**src/rtl/uart_pkg.sv**
```systemverilog
// Shared UART definitions: arbiter state encoding, default timing constants and baud settings.
package uart_pkg;

  typedef enum logic [1:0] {
    ST_IDLE      = 2'd0,
    ST_ISSUE     = 2'd1,
    ST_WAIT_DONE = 2'd2,
    ST_GUARD     = 2'd3
  } state_t;

  localparam int unsigned CNT_W = 16;

  localparam logic [CNT_W-1:0] ISSUE_TIMEOUT_DEF = 16'd4096;
  localparam logic [CNT_W-1:0] GUARD_CYCLES_DEF  = 16'd16;

  localparam int unsigned CLK_HZ   = 50_000_000;
  localparam int unsigned BAUD     = 115_200;
  localparam int unsigned BAUD_DIV = CLK_HZ / BAUD;

endpackage

```
**src/rtl/bit_sync.sv**
```systemverilog
// Two-flop synchronizer for a single asynchronous level.
module bit_sync (
  input  logic clk,
  input  logic rst_n,
  input  logic d,
  output logic q
);

  logic meta;

  always_ff @(posedge clk or negedge rst_n) begin
    if (!rst_n) begin
      meta <= 1'b0;
      q    <= 1'b0;
    end else begin
      meta <= d;
      q    <= meta;
    end
  end

endmodule

```
**src/rtl/uart_tx_arbiter.sv**
```systemverilog
// Round-robin arbiter sharing one UART transmitter among N_REQ byte producers,
// with issue timeout and a guard gap between consecutive bytes.
module uart_tx_arbiter
  import uart_pkg::*;
#(
  parameter int unsigned N_REQ         = 4,
  parameter logic [15:0] ISSUE_TIMEOUT = ISSUE_TIMEOUT_DEF,
  parameter logic [15:0] GUARD_CYCLES  = GUARD_CYCLES_DEF
) (
  input  logic                     clk,
  input  logic                     rst_n,
  input  logic [N_REQ-1:0]         req,
  input  logic [8*N_REQ-1:0]       req_data,
  output logic [N_REQ-1:0]         ack,
  output logic [7:0]               tx_data,
  output logic                     tx_start,
  input  logic                     tx_busy,
  output logic [$clog2(N_REQ)-1:0] grant_id,
  output logic                     active,
  output logic                     timeout_err
);

  localparam int unsigned GW = $clog2(N_REQ);

  state_t           state_q, state_d;
  logic [CNT_W-1:0] cnt_q, cnt_d;
  logic [GW-1:0]    last_q, last_d;
  logic [GW-1:0]    grant_d;
  logic [7:0]       data_d;
  logic [N_REQ-1:0] ack_d;
  logic             start_d;
  logic             tmo_d;
  logic             active_d;
  logic             busy_s;

  logic             win_found;
  logic [GW-1:0]    win_idx;
  logic [7:0]       win_byte;
  logic [7:0]       byte_arr [N_REQ];
  int unsigned      cand;

  bit_sync u_busy_sync (
    .clk   (clk),
    .rst_n (rst_n),
    .d     (tx_busy),
    .q     (busy_s)
  );

  for (genvar g = 0; g < N_REQ; g++) begin : g_bytes
    assign byte_arr[g] = req_data[8*g +: 8];
  end

  assign win_byte = byte_arr[win_idx];

  // Rotating priority: search upward from the requester after the last grant.
  always_comb begin
    win_found = 1'b0;
    win_idx   = '0;
    cand      = 0;
    for (int unsigned k = 1; k <= N_REQ; k++) begin
      cand = 32'(last_q) + k;
      if (cand >= N_REQ) cand = cand - N_REQ;
      if (!win_found && req[GW'(cand)]) begin
        win_found = 1'b1;
        win_idx   = GW'(cand);
      end
    end
  end

  always_comb begin
    state_d = state_q;
    cnt_d   = cnt_q;
    last_d  = last_q;
    grant_d = grant_id;
    data_d  = tx_data;
    ack_d   = '0;
    start_d = 1'b0;
    tmo_d   = 1'b0;

    case (state_q)
      ST_IDLE: begin
        if (win_found) begin
          state_d        = ST_ISSUE;
          cnt_d          = '0;
          last_d         = win_idx;
          grant_d        = win_idx;
          data_d         = win_byte;
          ack_d[win_idx] = 1'b1;
          start_d        = 1'b1;
        end
      end
      ST_ISSUE: begin
        if (busy_s) begin
          state_d = ST_WAIT_DONE;
          cnt_d   = '0;
        end else if (cnt_q == ISSUE_TIMEOUT - 16'd1) begin
          // Byte is dropped; the requester was already acked.
          state_d = ST_GUARD;
          cnt_d   = '0;
          tmo_d   = 1'b1;
        end else begin
          cnt_d   = cnt_q + 16'd1;
          start_d = 1'b1;
        end
      end
      ST_WAIT_DONE: begin
        if (!busy_s) begin
          state_d = ST_GUARD;
          cnt_d   = '0;
        end
      end
      ST_GUARD: begin
        if (cnt_q == GUARD_CYCLES - 16'd1) begin
          state_d = ST_IDLE;
          cnt_d   = '0;
        end else begin
          cnt_d = cnt_q + 16'd1;
        end
      end
      default: state_d = ST_IDLE;
    endcase

    active_d = (state_d != ST_IDLE);
  end

  always_ff @(posedge clk or negedge rst_n) begin
    if (!rst_n) begin
      state_q     <= ST_IDLE;
      cnt_q       <= '0;
      last_q      <= GW'(N_REQ - 1);
      grant_id    <= '0;
      tx_data     <= 8'h00;
      ack         <= '0;
      tx_start    <= 1'b0;
      timeout_err <= 1'b0;
      active      <= 1'b0;
    end else begin
      state_q     <= state_d;
      cnt_q       <= cnt_d;
      last_q      <= last_d;
      grant_id    <= grant_d;
      tx_data     <= data_d;
      ack         <= ack_d;
      tx_start    <= start_d;
      timeout_err <= tmo_d;
      active      <= active_d;
    end
  end

endmodule

```
**config.mk**
```make
export PLATFORM = sky130hd
export DESIGN_NAME = uart_tx_arbiter
export DESIGN_NICKNAME = d
export VERILOG_FILES = /design/src/rtl/uart_pkg.sv /design/src/rtl/bit_sync.sv /design/src/rtl/uart_tx_arbiter.sv
export SDC_FILE = /design/constraint.sdc
export NUM_CORES = 1
export LEC_CHECK = 0
export BUFFER_PORTS_ARGS = -buffer_cell sky130_fd_sc_hd__buf_2
export CORE_UTILIZATION = 47
export DETAILED_ROUTE_END_ITERATION = 7
export MAX_ROUTING_LAYER = met4
export PLACE_DENSITY = 0.84
export REMOVE_ABC_BUFFERS = 1
export SYNTH_ARGS = -nofsm -noshare
export SYNTH_HDL_FRONTEND = slang
export SYNTH_SLANG_ARGS = --single-unit
```
**constraint.sdc**
```tcl
create_clock -name clk -period 2.25 [get_ports clk]
set_input_delay 0.225 -clock clk [delete_from_list [all_inputs] [get_ports clk]]
set_output_delay 0.225 -clock clk [all_outputs]
set_load 0.05 [all_outputs]
```
Word level (Yosys, flattened, before mapping)
Cells that the tools add are included.

Register bits after elaboration: 39. Bits of input ports: 39. Output and inout port bits: 17. Logic and storage cells: 96.

$add $sub $neg: 9. $lt $le $gt $ge: 11. Equal/unequal tests: 7. Mux-type cells: 46. Bitwise logic cells: 1. Reductions and logical operators: 11.

Operator list (count): $mux 16 (5); $pmux 16 s4 (1); $mux 2 (13); $add 16x1->16 const B (1); $bmux 8 s2 (1); $eq 16x12->1 const B (1); $eq 16x4->1 const B (1); $mux 8 (2); $lt 2x3->1 const B (5); $mux 1 (15); $ge 3x3->1 const B (4); $bmux 1 s2 (4); $mux 4 (2); $pmux 2 s4 (1); $sub 2x1->2 const B (4); $add 2x2->3 const B (2); $add 2x3->4 const B (1); $eq 2x2->1 const B (2); $ge 4x3->1 const B (1); $logic_and 1x1->1 (4); $ne 2x2->1 const B (2); $reduce_and 2->1 (2); $add 2x1->3 const B (1); $logic_not 1->1 (3); 7 further kinds (7).

Depth between registers and ports, before layout
Gate-level depths: netlist of the first run.

Depth after elaboration: 21. Depth in mapped cells: 7.

Cells and area by module
From an unflattened synthesis of the first run, not the netlist that was laid out.

Cells, all modules: 211. Area total of the unflattened synthesis: 2115.8 µm².

By module, submodules not included: uart_tx_arbiter (times used 1, cells an instance 209, area each 2065.7 µm², seq. area each 928.4 µm²); bit_sync (times used 1, cells an instance 2, area each 50.0 µm², seq. area each 50.0 µm²).

Worst setup path before layout of the first run
No wires, ideal clock.

Path type: register -> register. Start point: register last_q[1]. End point: register tx_data[0]. Setup time: 0.123 ns. Arrival time: 2.051 ns. Required time: 2.127 ns. Setup slack: 0.077 ns. Cell stages (with the launch flop): 8. Path buffers: 2. Clock period less this slack: 2.173 ns. Cells stage by stage: dfstp_2 clkbuf_2 mux2i_1 a2bb2oi_2 o21a_1 buf_2 mux2_2 o221a_2.

Cells in the longest elaborated chain, start to end: 19. Elaborated cells on any way between the ends: 43. Those cells by class: add/sub: 8; order compare: 4; mux: 23; bitwise: 1; reduce/logical: 7.

Ends and longest elaborated chain: from (decl) (line uart_tx_arbiter.sv:27) `logic [GW-1:0] last_q, last_d;`; from (signal assigned) (line uart_tx_arbiter.sv:130) `last_q <= GW'(N_REQ - 1);`; from (signal assigned) (line uart_tx_arbiter.sv:140) `last_q <= last_d;`; $add 2x1->3 (line uart_tx_arbiter.sv:61) `cand = 32'(last_q) + k;`; $ge 3x3->1 / $sub 2x1->2 (equally long branches) (line uart_tx_arbiter.sv:62) `if (cand >= N_REQ) cand = cand - N_REQ;`; $mux 2 (line uart_tx_arbiter.sv:62); $bmux 1 s2 (line uart_tx_arbiter.sv:63) `if (!win_found && req[GW'(cand)]) begin`; $mux 1 (implied by the code) (line uart_tx_arbiter.sv:63); $mux 1 (line uart_tx_arbiter.sv:63); $logic_not 1->1 (line uart_tx_arbiter.sv:63); $logic_and 1x1->1 (line uart_tx_arbiter.sv:63); (+2 left out); $logic_and 1x1->1 (line uart_tx_arbiter.sv:63); $mux 1 (line uart_tx_arbiter.sv:63); $logic_not 1->1 (line uart_tx_arbiter.sv:63); $logic_and 1x1->1 (line uart_tx_arbiter.sv:63); $mux 2 (line uart_tx_arbiter.sv:63); $not 2->3 (implied by the code) (line uart_tx_arbiter.sv:53) `assign win_byte = byte_arr[win_idx];`; $bmux 8 s2 (line uart_tx_arbiter.sv:53); $mux 8 (implied by the code) (2 in series) (line uart_tx_arbiter.sv:53); to (signal assigned) (line uart_tx_arbiter.sv:142) `tx_data <= data_d;`; to (decl) (line uart_tx_arbiter.sv:15) `output logic [7:0] tx_data,`.

Parallel ways exist; a longest one is shown, timed or not. The select of a mux whose other input is x is not followed. A chain may end at the register's enable or synchronous reset.

Final worst setup path of the first run
Start point: register cnt_q[12]. End point: register cnt_q[6].

Cells in the longest elaborated chain, start to end: 4. Elaborated cells on any way between the ends: 6. Those cells by class: eq/ne: 2; mux: 4.

Ends and longest elaborated chain: from (decl) (line uart_tx_arbiter.sv:26) `logic [CNT_W-1:0] cnt_q, cnt_d;`; from (signal assigned) (line uart_tx_arbiter.sv:139) `cnt_q <= cnt_d;`; $eq 16x12->1 (line uart_tx_arbiter.sv:96) `end else if (cnt_q == ISSUE_TIMEOUT - 16'd1) begin`; $mux 16 (line uart_tx_arbiter.sv:96); $mux 16 (line uart_tx_arbiter.sv:93) `if (busy_s) begin`; $pmux 16 s4 (*) (line uart_tx_arbiter.sv:80) `case (state_q)`.

Mark *: on every way between the ends. The rest lies on a longest branch, timed or not.

==> results of run 1 <==
## cells by family (layout without fill, tap and decap cells)
| family | after synthesis | count (layout) |
|---|---|---|
| DFF | 39 | 39 |
| adders and majority gates | 1 | 1 |
| and+or+nand+nor | 72 | 72 |
| buffers and inverters | 16 | 77 |
| muxes | 10 | 10 |
| xor gates and xnor gates | 1 | 1 |
| AOI/OAI and AO/OA | 72 | 72 |
## metrics by stage
stage	area (sq um)	worst slack, ps	instances	util, %	hold WS [ps]
final	2590	127	324	59.5	34.1
after floorplan	2070	143	200	-	-70.6
after global routing	2590	19.1	324	59.5	29.9
after CTS	2590	141	324	59.5	32.0
after global placement	2470	210	316	56.8	335
after detailed placement	2470	161	316	56.8	339
## how the worst min path moves through the flow
stage,start,slack [ps],cells past startpoint,to
floorplan,rst_n,-70,0,ack[0]
global placement,u_busy_sync.meta,340,0,u_busy_sync.q
detailed placement,tx_busy,340,1,u_busy_sync.meta
CTS,tx_busy,30,1,u_busy_sync.meta
global route,tx_busy,30,1,u_busy_sync.meta
finish,tx_busy,30,1,u_busy_sync.meta
## critical path: cells and delay by family (launching register included)
kind | cells | cell delay (ps)
AOI/OAI and AO/OA | 3 | 430
and+or+nand+nor | 2 | 910
DFF | 1 | 430
buffers and inverters | 1 | 220
## flip-flops by register name, summed over array words and instances (netlist names)
register	count
u_busy_sync.q	1
grant_id	2
u_busy_sync.meta	1
active	1
tx_data	8
ack	4
state_q	2
tx_start	1
cnt_q	16
timeout_err	1
last_q	2
## power breakdown
part | leakage, nW | internal, mW | total, mW | switching (mW)
clock network | 0.0612 | 0.359 | 0.603 | 0.245
logic | 0.652 | 0.488 | 1.26 | 0.768
registers | 0.484 | 0.893 | 1.06 | 0.165
## cell type report
type,count,area share (%)
flip-flops and latches,39,37.7
inverters,5,0.724
clock inverters,2,1.35
clock buffers,6,3.19
repair buffers,64,13.2
multi-input cells,156,41.3
well taps,52,2.51
## cells in the final DEF (no fill, tap or decap), drive strengths merged, types with 8 or more instances in the layout
cell type  count
nand2         18
mux2           8
buf           64
nand3         10
o21ai         15
dfrtp         37
a21boi         9
o221a          8
nor2          12
a211o         10
## per-layer routing
metal  wire [um]  GRT usage [%]  part of all wire, %
met3         228           4.97                  4.7
met1        2180           29.5                   44
met5           0              -                    0
met2        2390           33.9                   49
met4         104           9.98                  2.1
==> impl_summary.txt, run 1 <==
----------------------------------------------------
[Final layout]
  Share of layout cells above drive strength 1 ... 35.7%
  Count of inserted antenna diode cells ... 0
  Area used by sequential logic in the layout ... 978 sq um
  Relative area change from synthesis to final layout ... 22.5%
  Layout Nets ... 311
  Multi-input gate area ... 1070 sq um
  Filler cells ... 365

[GRT]
  Initial antenna violation count ... 0
  Largest net degree at the start of global routing ... 40
  Total routing resource utilization after global routing ... 22.6%
  First-pass GRT wire length ... 8490 um
  Vias in the first global route ... 1878
  Remaining global-route overflow ... 0

[Critical path]
  Critical Path Start ... cnt_q[12]
  WS Path Type ... reg -> reg
  Worst R2R Setup Slack ... 130 ps
  Required time at the worst-slack endpoint ... 2410 ps
  End point of the critical path ... cnt_q[6]
  Terminus of the critical flop-to-flop path ... cnt_q[6]
  Cells on worst reg2reg path ... 6
  Slowest stage delay, CP ... 540 ps
  Standard cell with the maximum stage delay on the critical path ... or4_4
  Critical Path, Cell by Cell ... or4_4 -> nor4_4 -> o22ai_2 -> buf_4 -> a21oi_1 -> a31oi_1
  Type of element capturing the critical path ... flip-flop
  Crit Reg-Reg Startpoint ... cnt_q[12]
  Data arrival time at the worst-slack endpoint ... 2280 ps
  Type of element launching the critical path ... flip-flop
  Largest fanout on the critical path ... 11

[Die]
  Starting density of the core ... 48.6%
  Placement Rows ... 24
  Die Area ... 4770 sq um
  Die Y ... 69.1 um
  Core footprint ... 4350 sq um
  Die width ... 69.1 um
  I/O pin count ... 56

[Synthesis]
  Number of flip-flops and latches in the synthesized netlist ... 39
  Yosys warning total ... 0
  Simple logic cell fraction of the synthesized area ... 18.2%
  Largest family of logic cells by synthesized area ... compound AO/OA/AOI/OAI gates
  Cells after Synth ... 211
  Post-synth EDFFs ... 0
  Mapped cell area ... 2120 sq um
  Adder and majority cell fraction of the synthesized area ... 0.591%
  Multiplexer fraction of the synthesized cell area ... 5.20%
  Synth unique cells ... 44
  Area share of the largest cell type after synthesis ... 43.8%
  Post-synthesis average cell area ... 10.0 sq um
  Most common cell in the synthesized netlist ... dfrtp_1
  Leading register cell type out of synthesis ... dfrtp_1
  Cell types with the highest counts after synthesis ... 37 x dfrtp_1, 18 x nand2_1, 15 x o21ai_0, 12 x nor2_1
  Cell types occupying the most area after synthesis ... dfrtp_1 44%, mux2_2 4.3%, o221a_2 4.3%, a211o_1 4.1%, o21ai_0 3.5%
  Share of the yosys chip area belonging to registers ... 46.2%
  Asr flop ratio synth ... 100%
  Area fraction in compound gates after synthesis ... 26.1%
  Yosys top cell by area ... dfrtp_1
  Xor-xnor portion of the synthesized cell area ... 0.414%

[Timing]
  Transition time at the pin with the least slew margin ... 858 ps
  Achievable frequency ... 0.471 GHz
  Final Hold Vio Count ... 0
  Tmin final ... 2120 ps
  Worst slew slack as a fraction of its limit ... 42.8%
  RSZ-0062 raised after global routing ... false
  Share of the clock period used by the worst path ... 94.4%
  Clock skew ... 14.2 ps
  Max Transition Viols Final ... 0
  Number of setup violations in the final report ... 0
  Final TNS setup ... 0 ps

[Clocking]
  Gates resized, CTS repair ... 0
  TritonCTS clock tree ... yes
  Setup Fix Bufs, Post-CTS ... 0
  Maximum buffer depth of the clock tree ... 2
  Number of buffers created by CTS ... 5
  Number of sinks driven by the clock tree ... 39
  Htree depth ... 2
  Root buffer selected by CTS ... clkbuf_8
  Post-cts hold buffer count ... 0
  Clock insertion delay at the later pin of the skew report ... 300 ps
  Clock-pin slew on the worst setup and hold paths ... 70 ps

[Drt]
  DRT Wirelength ... 4900 um
  Wire length per cell ... 15.1 um
  Remaining number of nets flagged by the antenna check after routing ... 0
  Number of DRC violations after detailed routing ... 0
  Initial DRC Count ... 150
  TritonRoute pass-1 iters ... 4
  Overall via count from detail_route ... 1938
  Vias per inst ... 5.98

[Power]
  LEAKAGE ... 1.20 nW
  Ratio of total power to cell area ... 1130 nW/um^2
  Power after layout ... 2.92 mW
  Peak supply drop ... 0.000676 V

[Placement]
  Number of buffers added on ports ... 55
  Sum of net half-perimeters after detailed placement ... 3530 um
  Routability cong. ... 0.902

[Run]
  Number of max-cap violations ... 0

[Outcome]
  Status ... finished, final reports clean

[Worst hold path]
  Tightest Hold Check Type ... in -> reg

----------------------------------------------------
No activity file was read; power rests on OpenSTA's default activity.
==> run 2: changes to the inputs <==
--- a/config.mk
+++ b/config.mk
@@ -6,10 +6,11 @@
 export NUM_CORES = 1
 export LEC_CHECK = 0
 export BUFFER_PORTS_ARGS = -buffer_cell sky130_fd_sc_hd__buf_2
-export CORE_UTILIZATION = 47
+export CORE_UTILIZATION = 51
 export DETAILED_ROUTE_END_ITERATION = 7
 export MAX_ROUTING_LAYER = met4
-export PLACE_DENSITY = 0.84
+export PLACE_DENSITY = 0.87
+export RECOVER_POWER = 50
 export REMOVE_ABC_BUFFERS = 1
 export SYNTH_ARGS = -nofsm -noshare
 export SYNTH_HDL_FRONTEND = slang
==> constraint.sdc (replaced) <==
create_clock -name clk -period 2.34 [get_ports clk]
set_input_delay 0.234 -clock clk [delete_from_list [all_inputs] [get_ports clk]]
set_output_delay 0.234 -clock clk [all_outputs]
set_load 0.05 [all_outputs]
==> impl_summary.txt, run 2 (synthesis gave the netlist of run 1 again) <==
----------------------------------------------------
[Outcome]
  Status ... finished with violations
  Violations in the final reports ... capacitance limit, slew limit

[Timing]
  Clock skew ... 11.6 ps (-2.55 ps)
  Number of setup violations in the final report ... 0 (unchanged)
  Share of the clock period used by the worst path ... 93.5% (-0.84 points)
  RSZ-0062 raised after global routing ... false
  Achievable frequency ... 0.457 GHz (-3.0%)
  Final Hold Vio Count ... 0 (unchanged)
  Max Transition Viols Final ... 40 (+40)
  Tmin final ... 2190 ps (+65.3 ps)
  Final TNS setup ... 0 ps (unchanged)
  Worst slew slack as a fraction of its limit ... -37.4% (-80 points)
  Transition time at the pin with the least slew margin ... 2060 ps (+1200 ps)
  Fin Hold WS ... 43.1 ps (+9.01 ps)

[GRT]
  First-pass GRT wire length ... 8510 um (+0.24%)
  Vias in the first global route ... 1864 (-0.75%)
  Total routing resource utilization after global routing ... 26.4% (+3.8 points)
  Initial antenna violation count ... 0 (unchanged)
  Largest net degree at the start of global routing ... 40 (unchanged)
  Remaining global-route overflow ... 0 (unchanged)

[Die]
  Core footprint ... 4000 sq um (-8.1%)
  Die width ... 66.4 um (-3.9%)
  I/O pin count ... 56 (unchanged)
  Die Area ... 4410 sq um (-7.6%)
  Die Y ... 66.4 um (-3.9%)
  Starting density of the core ... 52.9% (+4.3 points)
  Placement Rows ... 23 (-4.2%)

[Power]
  Share of power burned in combinational logic ... 43.3% (+0.2 points)
  Portion of total power attributed to sequential cells ... 36.5% (+0.2 points)
  Clock Power Share ... 20.2% (-0.5 points)
  Switching power of the nets ... 1.16 mW (-1.4%)
  LEAKAGE ... 1.16 nW (-2.8%)
  Ratio of total power to cell area ... 1090 nW/um^2 (-3.0%)
  Internal cell power ... 1.64 mW (-5.6%)
  Power after layout ... 2.80 mW (-3.9%)
  Share of total power consumed by net switching ... 41.4% (+1.1 points)
  Peak supply drop ... 0.000702 V (+3.8%)

[Clocking]
  Maximum buffer depth of the clock tree ... 2 (unchanged)
  Number of buffers created by CTS ... 5 (unchanged)
  Setup Fix Bufs, Post-CTS ... 0 (unchanged)
  Htree depth ... 2 (unchanged)
  Clock insertion delay at the later pin of the skew report ... 300 ps (about the same)
  TritonCTS clock tree ... yes
  Root buffer selected by CTS ... clkbuf_8
  Gates resized, CTS repair ... 0 (unchanged)
  Post-cts hold buffer count ... 0 (unchanged)
  Clock-pin slew on the worst setup and hold paths ... 80 ps (about the same)
  Number of sinks driven by the clock tree ... 39 (unchanged)

[Drt]
  Number of DRC violations after detailed routing ... 0 (unchanged)
  DRT Wirelength ... 5140 um (+4.9%)
  Overall via count from detail_route ... 1991 (+2.7%)
  TritonRoute pass-1 iters ... 4 (unchanged)
  Remaining number of nets flagged by the antenna check after routing ... 0 (unchanged)
  Vias per inst ... 6.20 (+3.7%)
  Initial DRC Count ... 177 (+18%)
  Wire length per cell ... 16.0 um (+5.8%)

[Critical path]
  WS Path Type ... reg -> reg
  Critical Path, Cell by Cell ... mux2i_1 -> a2bb2oi_2 -> o21a_1 -> mux2_2 -> o221a_2
  Crit path buf inv count ... 0 (-1)
  Top cell family by delay on the critical path ... compound AO/OA/AOI/OAI gates
  Largest fanout on the critical path ... 10 (-1)
  Type of element capturing the critical path ... flip-flop
  Required time at the worst-slack endpoint ... 2520 ps (+110 ps)
  Type of element launching the critical path ... flip-flop
  Slowest stage delay, CP ... 610 ps (+70 ps)
  Standard cell with the maximum stage delay on the critical path ... dfstp_2
  Data arrival time at the worst-slack endpoint ... 2370 ps (+90 ps)
  Critical Path Start ... last_q[1]
  Crit Reg-Reg Startpoint ... last_q[1]

[Final layout]
  Layout Nets ... 310 (-0.32%)
  Flip-flop count of the largest register, all copies and words added ... 16 (unchanged)
  Count of inserted antenna diode cells ... 0 (unchanged)
  Share of layout cells above drive strength 1 ... 32.8% (-2.8 points)
  Final cell area excluding filler cells ... 2570 sq um (-0.92%)
  Largest registers ... cnt_q: 16 flops, tx_data: 8 flops, ack: 4 flops
  Non-Filler Instances ... 321 (-0.93%)
  Register bank with the most flops ... cnt_q
  Relative area change from synthesis to final layout ... 21.4%
  Most common library cell in the layout ignoring fill and taps ... buf_2
  Commonest cells after routing, fill and taps aside ... 48 x buf_2, 37 x dfrtp_1, 18 x nand2_1, 15 x o21ai_0, 12 x nor2_1

[Worst hold path]
  Tightest Hold Check Type ... in -> reg
  Critical hold path startpoint ... tx_busy

[Placement]
  Sum of net half-perimeters after detailed placement ... 3660 um (+3.6%)
  Cell count after placement ... 313 (-0.95%)
  Number of buffers added on ports ... 55 (unchanged)
  Routability cong. ... 0.886 (-1.8%)
  Post-place instance area ... 2460 sq um (-0.40%)

[Run]
  Number of max-cap violations ... 1 (+1)

----------------------------------------------------
## run 2: worst paths after layout
| check | endpoint | slack [ps] | cells past startpoint |
|---|---|---|---|
| max reg2reg | tx_data[6] | 150 | 5 |
| max | tx_data[6] | 150 | 5 |
| min | u_busy_sync.meta | 40 | 1 |
| max in group asynchronous | cnt_q[14] | 640 | 1 |
| min in group asynchronous | cnt_q[1] | 510 | 1 |
| min reg2reg | u_busy_sync.q | 370 | 0 |
## run 2: layout make-up
| class | instances | area [sq um] |
|---|---|---|
| Inverter | 5 | 18.8 |
| Sequential cell | 39 | 978 |
| Timing Repair Buffer | 63 | 327 |
| Clock inverter | 3 | 43.8 |
| Multi-Input combinational cell | 156 | 1070 |
| Clock buffer | 5 | 68.8 |
| Fill cell | 337 | 1430 |
| Tap cell | 50 | 62.6 |
## run 2: metrics by stage
| step | setup slack [ps] | utilization, % |
|---|---|---|
| 6_report | 151 | 64.2 |
| 5_1_grt | 37.0 | 64.2 |
| 2_1_floorplan | 233 | - |
| 3_3_place_gp | 272 | 61.6 |
| 3_5_place_dp | 165 | 61.6 |
| 4_1_cts | 157 | 64.4 |
## run 2: power by group through the flow
stage	clock, mW	combinational [mW]	sequential (mW)
detailed placement	0	1.21	1.03
global placement	0	1.17	1.02
floorplan	0	0.571	1.32
CTS	0.577	1.22	1.02
finish	0.566	1.21	1.02
global route	0.605	1.30	1.05
## run 2: per-layer routing
layer | vias to the layer above | global-route usage (%) | share of wire, %
met3 | 18 | 6.38 | 4.8
met1 | 959 | 32.5 | 42
met2 | 88 | 41.2 | 50
met4 | 0 | 11.7 | 2.9
met5 | - | - | 0
li1 | 926 | - | -
==> run 3: changes to the inputs <==
--- a/config.mk
+++ b/config.mk
@@ -6,10 +6,11 @@
 export NUM_CORES = 1
 export LEC_CHECK = 0
 export BUFFER_PORTS_ARGS = -buffer_cell sky130_fd_sc_hd__buf_2
-export CORE_UTILIZATION = 51
+export CORE_UTILIZATION = 47
 export DETAILED_ROUTE_END_ITERATION = 7
+export GPL_TIMING_DRIVEN = 0
 export MAX_ROUTING_LAYER = met4
-export PLACE_DENSITY = 0.87
+export PLACE_DENSITY = 0.84
 export RECOVER_POWER = 50
 export REMOVE_ABC_BUFFERS = 1
 export SYNTH_ARGS = -nofsm -noshare
==> constraint.sdc (replaced) <==
create_clock -name clk -period 1.9 [get_ports clk]
set_input_delay 0.19 -clock clk [delete_from_list [all_inputs] [get_ports clk]]
set_output_delay 0.19 -clock clk [all_outputs]
set_load 0.05 [all_outputs]
==> impl_summary.txt, run 3 (synthesis gave the netlist of run 1 again) <==
----------------------------------------------------
[Outcome]
  Status ... finished with violations
  Violations in the final reports ... setup timing

[Final layout]
  Count of inserted antenna diode cells ... 0 (unchanged)
  Flip-flop count of the largest register, all copies and words added ... 16 (unchanged)
  Relative area change from synthesis to final layout ... 42.8%
  Filler cells ... 306 (-9.2%)
  Layout Nets ... 334 (+7.7%)
  Non-Filler Instances ... 347 (+8.1%)
  Commonest cells after routing, fill and taps aside ... 54 x buf_2, 34 x dfrtp_1, 23 x buf_4, 18 x nand2_1
  Share of layout cells above drive strength 1 ... 47.1% (+14 points)
  Most common library cell in the layout ignoring fill and taps ... buf_2
  Register bank with the most flops ... cnt_q
  Largest registers ... cnt_q: 16 flops, tx_data: 8 flops, ack: 4 flops

[Power]
  Ratio of total power to cell area ... 1330 nW/um^2 (+22%)
  Peak supply drop ... 0.000783 V (+12%)
  Switching power of the nets ... 1.67 mW (+44%)
  Portion of total power attributed to sequential cells ... 31.8% (-4.7 points)
  Internal cell power ... 2.36 mW (+44%)
  Share of total power consumed by net switching ... 41.4% (about the same)
  Clock Power Share ... 15.5% (-4.7 points)
  LEAKAGE ... 1.38 nW (+18%)
  Share of power burned in combinational logic ... 52.7% (+9.4 points)

[Timing]
  RSZ-0062 raised after global routing ... true
  Achievable frequency ... 0.502 GHz (+9.9%)
  Tmin final ... 1990 ps (-198 ps)
  Clock skew ... 6.88 ps (-4.76 ps)
  Worst slew slack as a fraction of its limit ... 37.2% (+75 points)
  Number of setup violations in the final report ... 18 (+18)
  Final setup slack of the worst path ... -90.9 ps (-242 ps)
  Final Hold Vio Count ... 0 (unchanged)
  Final TNS setup ... -757 ps (-757 ps)
  Transition time at the pin with the least slew margin ... 941 ps (-1120 ps)
  Max Transition Viols Final ... 0 (-100%)
  Share of the clock period used by the worst path ... 105% (+11 points)

[Clocking]
  Number of buffers created by CTS ... 5 (unchanged)
  Root buffer selected by CTS ... clkbuf_8
  Htree depth ... 2 (unchanged)
  Number of sinks driven by the clock tree ... 39 (unchanged)
  Clock-pin slew on the worst setup and hold paths ... 80 ps (about the same)
  Maximum buffer depth of the clock tree ... 2 (unchanged)
  Clock insertion delay at the later pin of the skew report ... 300 ps (about the same)
  TritonCTS clock tree ... yes

[GRT]
  Initial antenna violation count ... 0 (unchanged)
  First-pass GRT wire length ... 10100 um (+18%)
  Total routing resource utilization after global routing ... 27.3% (+0.85 points)
  Remaining global-route overflow ... 0 (unchanged)
  Largest net degree at the start of global routing ... 40 (unchanged)
  Vias in the first global route ... 2028 (+8.8%)

[Critical path]
  Type of element capturing the critical path ... flip-flop
  Data arrival time at the worst-slack endpoint ... 2180 ps (-190 ps)
  WS Path Type ... reg -> reg
  Cells on worst reg2reg path ... 6 (+1)
  Terminus of the critical flop-to-flop path ... cnt_q[3]
  Largest fanout on the critical path ... 8 (-2)
  Required time at the worst-slack endpoint ... 2090 ps (-430 ps)
  Worst R2R Setup Slack ... -90 ps (-240 ps)
  Stages on worst setup path ... 6 (+1)
  Crit Reg-Reg Startpoint ... cnt_q[10]
  Standard cell with the maximum stage delay on the critical path ... dfrtp_1
  Slowest stage delay, CP ... 530 ps (-80 ps)
  Critical Path, Cell by Cell ... nand4_1 -> nor4_4 -> buf_6 -> o22ai_4 -> and3_1 -> a211o_1
  Crit path buf inv count ... 1 (+1)
  Top cell family by delay on the critical path ... simple AND/OR/NAND/NOR gates
  Type of element launching the critical path ... flip-flop

[Drt]
  Wire length per cell ... 18.5 um (+16%)
  Initial DRC Count ... 290 (+64%)
  TritonRoute pass-1 iters ... 4 (unchanged)
  Vias per inst ... 6.30 (+1.6%)
  Remaining number of nets flagged by the antenna check after routing ... 0 (unchanged)
  Number of DRC violations after detailed routing ... 0 (unchanged)
  DRT Wirelength ... 6420 um (+25%)
  Overall via count from detail_route ... 2187 (+9.8%)

[Die]
  I/O pin count ... 56 (unchanged)
  Die width ... 69.1 um (+4.0%)
  Starting density of the core ... 48.6% (-4.3 points)
  Core footprint ... 4350 sq um (+8.9%)
  Die Y ... 69.1 um (+4.0%)
  Die Area ... 4770 sq um (+8.2%)
  Placement Rows ... 24 (+4.3%)

[Run]
  Number of max-cap violations ... 0 (-1)

[Placement]
  Cell count after placement ... 307 (-1.9%)
  Sum of net half-perimeters after detailed placement ... 3400 um (-6.9%)
  Pre-CTS setup slack ... -710 ps (-875 ps)
  Number of buffers added on ports ... 55 (unchanged)
  Routability cong. ... 0.875 (-1.3%)

[Worst hold path]
  Tightest Hold Check Type ... in -> async

----------------------------------------------------
-- run 3: cell types whose count changed in the layout (fill, tap and decap cells not counted), moves of 3 or more --
cell | previous run | this run
o221a_2 | 8 | 0
dfrtp_2 | 0 | 3
buf_4 | 8 | 23
mux2_4 | 0 | 8
o221a_4 | 0 | 8
clkbuf_1 | 7 | 1
mux2_2 | 8 | 0
nor4_2 | 0 | 3
dfrtp_1 | 37 | 34
buf_2 | 48 | 54
buf_6 | 0 | 3
o21ai_0 | 15 | 11
nor4_1 | 6 | 3
-- run 3: how the worst max path moves through the flow --
stage | from | to | slack (ps)
3_5_place_dp | state_q[0] | tx_data[3] | -710
3_3_place_gp | state_q[0] | tx_data[4] | -790
2_1_floorplan | last_q[1] | tx_data[0] | -210
6_report | cnt_q[10] | cnt_q[3] | -90
4_1_cts | cnt_q[12] | cnt_q[3] | -30
5_1_grt | cnt_q[10] | cnt_q[3] | -130
-- run 3: repair_timing --
item	4_1_cts	5_1_grt
setup endpoints to repair	29	23
pin swaps	7	14
setup buffers	16	11
gates cloned	4	0
hold buffers	1	0
endpoints found under the hold margin	1	0
resized for setup	33	22
-- run 3: routing by layer --
metal  global-route usage [%]  up-vias  part of all wire [%]
met5                        -        -                     0
met4                     10.9        0                   2.4
met3                     6.14       17                   7.7
met2                     41.0      124                    49
met1                     35.9     1063                    41
li1                         -      983                     -
-- run 3: power groups by stage --
stage          Clock (mW)  Combinational, mW  Sequential [mW]
2_1_floorplan           0              0.703             1.63
3_3_place_gp            0               1.39             1.26
3_5_place_dp            0               1.42             1.27
4_1_cts             0.626               1.87             1.28
5_1_grt             0.678               2.23             1.30
6_report            0.626               2.12             1.28
-- run 3: cell type report --
| type | instances | area, sq um | share of cell area (%) |
|---|---|---|---|
| multi-input combinational | 160 | 1340 | 44.5 |
| inverter | 5 | 18.8 | 0.621 |
| tap | 52 | 65.1 | 2.15 |
| timing repair buffer | 83 | 512 | 16.9 |
| clock buffer | 8 | 100 | 3.31 |
| sequential | 39 | 982 | 32.5 |
-- run 3: per-stage QoR --
stage               area [sq um]  hold slack [ps]  power, mW  util, %
floorplan                   2070             -106       2.33        -
global placement            2410              300       2.65     55.3
detailed placement          2410              299       2.69     55.3
CTS                         2850             27.6       3.78     65.5
global route                3020              100       4.21     69.4
finish                      3020             19.9       4.03     69.4
